==> config.mk <==
export PLATFORM = sky130hd
export DESIGN_NAME = lsu_ctrl
export DESIGN_NICKNAME = d
export VERILOG_FILES = /design/src/rtl/lsu_pkg.sv /design/src/rtl/lsu_extend.sv /design/src/rtl/lsu_ctrl.sv
export SDC_FILE = /design/constraint.sdc
export NUM_CORES = 1
export LEC_CHECK = 0
export ABC_AREA = 1
export BUFFER_PORTS_ARGS = -buffer_cell sky130_fd_sc_hd__buf_2
export CAP_MARGIN = 20
export CORE_MARGIN = 4
export CORE_UTILIZATION = 25
export CTS_CLUSTER_SIZE = 16
export DETAILED_ROUTE_END_ITERATION = 16
export PLACE_DENSITY = 0.41
export SLEW_MARGIN = 20
export SYNTH_ARGS = -nofsm -noshare
export SYNTH_HDL_FRONTEND = slang
export SYNTH_SLANG_ARGS = --single-unit
==> constraint.sdc <==
create_clock -name clk -period 3.1 [get_ports clk]
set_clock_uncertainty 0.1 [all_clocks]
set_input_delay 0.31 -clock clk [delete_from_list [all_inputs] [get_ports clk]]
set_output_delay 0.31 -clock clk [all_outputs]
set_load 0.01 [all_outputs]
==> src/rtl/lsu_pkg.sv <==
// lsu_pkg: width encodings, FSM states and byte-enable helpers for lsu_ctrl
package lsu_pkg;
  localparam logic [2:0] LSU_B  = 3'b000;
  localparam logic [2:0] LSU_H  = 3'b001;
  localparam logic [2:0] LSU_W  = 3'b010;
  localparam logic [2:0] LSU_BU = 3'b100;
  localparam logic [2:0] LSU_HU = 3'b101;
  typedef enum logic [2:0] {IDLE, REQ0, WAIT0, REQ1, WAIT1, RESP} lsu_state_t;
  // Enables across two consecutive words: [3:0] first word, [7:4] the following word
  function automatic logic [7:0] lsu_be(input logic [2:0] w, input logic [1:0] o);
    return {4'b0000, w[1] ? 4'hF : w[0] ? 4'h3 : 4'h1} << o;
  endfunction
  function automatic logic lsu_legal(input logic [2:0] w);
    return w inside {LSU_B, LSU_H, LSU_W, LSU_BU, LSU_HU};
  endfunction
endpackage

==> src/rtl/lsu_extend.sv <==
// lsu_extend: merges the two lane words, aligns to bit 0 and sign/zero extends
module lsu_extend import lsu_pkg::*; (
  input  logic [31:0] lo,
  input  logic [31:0] hi,
  input  logic [2:0]  width,
  input  logic [1:0]  off,
  output logic [31:0] rdata
);
  logic [31:0] w;
  assign w = 32'({hi, lo} >> {off, 3'b000});
  always_comb
    rdata = (width == LSU_W)  ? w :
            (width == LSU_H)  ? {{16{w[15]}}, w[15:0]} :
            (width == LSU_HU) ? {16'h0, w[15:0]} :
            (width == LSU_B)  ? {{24{w[7]}}, w[7:0]} :
                                {24'h0, w[7:0]};
endmodule

==> src/rtl/lsu_ctrl.sv <==
// lsu_ctrl: single-request load/store controller driving a word bus with byte enables.
// Define LSU_MISALIGN_SPLIT_EN to split word-crossing accesses into two bus transactions.
module lsu_ctrl import lsu_pkg::*; #(
  parameter int ADDR_WIDTH = 32,
  parameter int TIMEOUT    = 16
) (
  input  logic                  clk,
  input  logic                  rst_n,
  input  logic                  req_valid,
  output logic                  req_ready,
  input  logic                  req_write,
  input  logic [2:0]            req_width,
  input  logic [ADDR_WIDTH-1:0] req_addr,
  input  logic [31:0]           req_wdata,
  output logic                  rsp_valid,
  output logic [31:0]           rsp_rdata,
  output logic                  rsp_err,
  output logic                  bus_req,
  output logic                  bus_we,
  output logic [ADDR_WIDTH-1:0] bus_addr,
  output logic [3:0]            bus_be,
  output logic [31:0]           bus_wdata,
  input  logic                  bus_gnt,
  input  logic                  bus_rvalid,
  input  logic [31:0]           bus_rdata
);
`ifdef LSU_MISALIGN_SPLIT_EN
  localparam bit SPLIT = 1'b1;
`else
  localparam bit SPLIT = 1'b0;
`endif
  localparam logic [31:0] TMO_LAST = 32'(TIMEOUT - 1);
  lsu_state_t state, state_n;
  logic                  wr, err;
  logic [2:0]            width;
  logic [ADDR_WIDTH-1:0] addr, base;
  logic [31:0]           wdata, lo, hi, ext, cnt;
  logic [7:0]            be8, in_be8;
  logic [63:0]           wd64;
  logic                  accept, bad, split, busy, progress, tmo;
  assign be8      = lsu_be(width, addr[1:0]);
  assign in_be8   = lsu_be(req_width, req_addr[1:0]);
  assign wd64     = {32'h0, wdata} << {addr[1:0], 3'b000};
  assign base     = {addr[ADDR_WIDTH-1:2], 2'b00};
  assign split    = SPLIT && |be8[7:4];
  assign accept   = req_valid && state == IDLE;
  assign bad      = !lsu_legal(req_width) || (!SPLIT && |in_be8[7:4]);
  assign busy     = state inside {REQ0, WAIT0, REQ1, WAIT1};
  assign progress = (state inside {REQ0, REQ1} && bus_gnt) || (state inside {WAIT0, WAIT1} && bus_rvalid);
  assign tmo      = busy && TIMEOUT != 0 && cnt == TMO_LAST && !progress;
  lsu_extend u_ext (.lo(lo), .hi(hi), .width(width), .off(addr[1:0]), .rdata(ext));
  always_ff @(posedge clk or negedge rst_n)
    if (!rst_n) state <= IDLE;
    else        state <= state_n;
  always_comb begin
    state_n = state;
    case (state)
      IDLE:  state_n = accept ? (bad ? RESP : REQ0) : IDLE;
      REQ0:  state_n = bus_gnt ? WAIT0 : tmo ? RESP : REQ0;
      WAIT0: state_n = bus_rvalid ? (split ? REQ1 : RESP) : tmo ? RESP : WAIT0;
      REQ1:  state_n = bus_gnt ? WAIT1 : tmo ? RESP : REQ1;
      WAIT1: state_n = bus_rvalid || tmo ? RESP : WAIT1;
      default: state_n = IDLE;
    endcase
  end
  // The timeout counter restarts on every state entry and idles at zero outside bus states
  always_ff @(posedge clk or negedge rst_n)
    if (!rst_n) begin
      cnt   <= '0;
      wr    <= 1'b0;
      width <= LSU_B;
      addr  <= '0;
      wdata <= '0;
      err   <= 1'b0;
      lo    <= '0;
      hi    <= '0;
    end else begin
      cnt <= (state_n != state || !busy) ? '0 : cnt + 32'd1;
      if (accept) begin
        wr    <= req_write;
        width <= req_width;
        addr  <= req_addr;
        wdata <= req_wdata;
        err   <= bad;
      end else if (tmo) err <= 1'b1;
      if (state == WAIT0 && bus_rvalid) lo <= bus_rdata;
      if (state == WAIT1 && bus_rvalid) hi <= bus_rdata;
    end
  always_comb begin
    req_ready = state == IDLE;
    bus_req   = state inside {REQ0, REQ1};
    bus_we    = bus_req && wr;
    bus_addr  = !bus_req ? '0 : state == REQ1 ? base + ADDR_WIDTH'(4) : base;
    bus_be    = !bus_req ? '0 : state == REQ1 ? be8[7:4] : be8[3:0];
    bus_wdata = !bus_req ? '0 : state == REQ1 ? wd64[63:32] : wd64[31:0];
    rsp_valid = state == RESP;
    rsp_err   = rsp_valid && err;
    rsp_rdata = rsp_valid && !err && !wr ? ext : '0;
  end
endmodule

==> out/qor.csv <==
metric,value,unit
status,finished clean,
worstSetupPathType,reg2out,
cts-buffers-inserted,17,
io_pins,210,
fillCellCount,4238,
fin_tns_setup,0,ps
synth_top_cell_area_share,0.4047,
ys_seq_elements,160,
relSlewSlack,0.3781,
area_delta_synth_final,32.00,%
wl_per_cell,16.01,µm
drt_iter0_drc,507,
yosysWarnings,0,
cts_root_buf,clkbuf_16,
grt_pass1_vias,9920,
routed_wl,34.38,mm
maxCapViolCount,0,
rsz0062_at_grt,false,
synth_top_area_cell,dfrtp_1,
worstPathArrival,2400,ps
gr-usage-all-layers,0.1609,
period_needed,2812,ps
leakagePower,6.072,nW
drive_gt1_frac,0.2290,
dieArea,0.04282,mm²
fp.dieW,206.9,µm
grt_pass1_wl,54.23,mm
synth.top_cells.by_area,"dfrtp_1 (40%), nand2_1 (14%), o21ai_0 (8.2%)",
critical_path_required,2690,ps
grt_max_degree,72,
antenna_left,0,
fmax,355.6,MHz
clk_latency,440,ps
placementRows,72,
yosysSeqAreaShare,0.4047,
clk_pin_slew,70,ps
cp-end-kind,primary output,
clockBufferDepth,2,
peakVddDrop,0.0003267,V
viasPerCell,4.545,
tightest_slew,929.6,ps
fin_cells,2147,
drt_first_pass_iters,5,
core,0.03892,mm²
avgSynthCellArea,7.367,µm²
grt_overflow,0,
clkSinkCount,160,
initial_core_util,0.2542,
setup_viol,0,
dr_total_vias,9759,
cp_max_fo,9,
die_y,206.9,µm
cts-htree-levels,4,
synth_area,0.009893,mm²
slew_violations,0,
ys_types,42,
routabilityCongestion,0.8138,
tritoncts,done,
drc_errors,0,
num-nets-final,1723,
placedCellCount,2027,
synthCells,1343,
setup.worst_path.start_class,flop,
num_antenna_cells,0,
fin_crit_sh,0.9071,
whs,20.02,ps
grt_antenna_before_repair,2,
hold_class,in2reg,
place.detailed.hpwl,24.77,mm
power_density,881.3,mW/mm²
port_buffers,207,
hold_viol,0,
-- stage by stage --
| stage | area [µm²] | total power [W] | setup WS [ps] | utilization |
|---|---|---|---|---|
| detailed placement | 11530 | 0.009180 | 375.2 | 0.2963 |
| finish | 13060 | 0.01151 | 288.0 | 0.3356 |
| floorplan | 9897 | 0.007293 | 900.2 | - |
| CTS | 13050 | 0.01169 | 40.25 | 0.3353 |
| global route | 13060 | 0.01253 | 2.680 | 0.3356 |
| global placement | 11530 | 0.009158 | 362.2 | 0.2963 |
-- critical path, cell delays in order (launching register included) --
cell and delay (ps):
dfrtp_1 460, inv_1 120, nor3_2 270, inv_1 120, nor3_2 110, buf_4 210, nand2_2 200, a21oi_1 270
buf_2 180
-- state kept, by name, summed over array words and instances (netlist names) --
signal  count
err         1
cnt        32
addr       32
lo         32
state       3
width       3
wdata      32
wr          1
hi         24
-- area by class of cell --
class / count / area (µm²) / share of cell area
clock inverter: 15 / 209.0 / 0.01600
inverter: 132 / 495.5 / 0.03794
clock buffer: 17 / 425.4 / 0.03258
multi-input combinational: 979 / 5081 / 0.3891
timing repair buffer: 326 / 2193 / 0.1680
tap: 518 / 648.1 / 0.04963
sequential: 160 / 4006 / 0.3068
-- worst paths after layout --
kind,cells after the start,slack (ps),to,start
worst max-delay path,8,290,rsp_rdata[15],state[0]
worst min-delay path,3,20,addr[9],req_addr[9]
worst max register to register,15,630,cnt[23],state[2]
worst min register to register,1,360,cnt[0],cnt[0]
max in group asynchronous,3,1900,cnt[17],rst_n
min in group asynchronous,2,220,addr[20],rst_n
-- logic make-up (layout without fill, tap and decap cells) --
| family | Yosys count | after routing | share of synthesized area |
|---|---|---|---|
| AND/OR/NAND/NOR | 632 | 632 | 0.2949 |
| AO/OA/AOI/OAI | 283 | 283 | 0.1533 |
| buffers and inverters | 205 | 490 | 0.08486 |
| flip-flops | 160 | 160 | 0.4047 |
| XOR/XNOR | 34 | 34 | 0.03010 |
| multiplexers | 26 | 26 | 0.02921 |
| adder cells (fa/ha/maj) | 2 | 2 | 0.002529 |
| other | 1 | 2 | 0.0003790 |
-- what timing repair did --
action / in CTS / in global routing
endpoints found under the hold margin: 126 / 0
hold buffers: 88 / 0
buffers inserted: 0 / 0
gates resized for setup: 1 / 4
setup endpoints to repair: 7 / 21
-- placed cells by master, fill, tap and decap left out, types with 4 or more instances in the layout --
cell and n:
xnor2_1 12, clkbuf_16 17, dfrtp_1 158, a21oi_1 78
xor2_1 22, inv_1 122, nor3_2 5, dlygate4sd3_1 88
mux2_2 23, a211oi_1 8, nor3_1 14, o211ai_1 9
nor2_4 36, clkinvlp_4 6, nand2_1 364, buf_4 28
nand4_1 19, bufinv_16 4, nand2_2 13, nand3_1 46
nor2_2 5, a31oi_1 11, inv_2 9, o21ai_0 163
nor4_1 4, inv_6 4, nor2_1 112, a221oi_1 10
buf_2 206
-- layer usage --
metal	track usage	vias up	share of wire
li1	-	4903	-
met1	0.2138	4609	0.47
met2	0.2665	209	0.47
met3	0.03781	34	0.046
met4	0.03895	4	0.015
met5	0	-	0.00079
-- Yosys cell counts (all sizes together) --
master    n
o211ai    9
o311ai    1
nor2    153
nand3    49
ha        2
mux2     23
nor3     20
nor3b     2
a21oi    78
clkinv    1
a31oi    11
xor2     22
nand3b    2
and3      1
buf      26
nand4    19
clkbuf   47
xnor2    12
a211oi    8
a221oi   10
inv     131
conb      1
mux2i     3
o21ai   165
o31ai     1
nor2b     1
dfrtp   160
nand2   379
nor4      6
-- report_power, final --
part / internal [W] / leakage (nW) / switching [W]
sequential: 0.00291 / 2.00 / 0.000550
combinational: 0.00189 / 3.78 / 0.00382
clock: 0.00136 / 0.289 / 0.000991
Note: power is estimated with default switching activity, not from simulation.
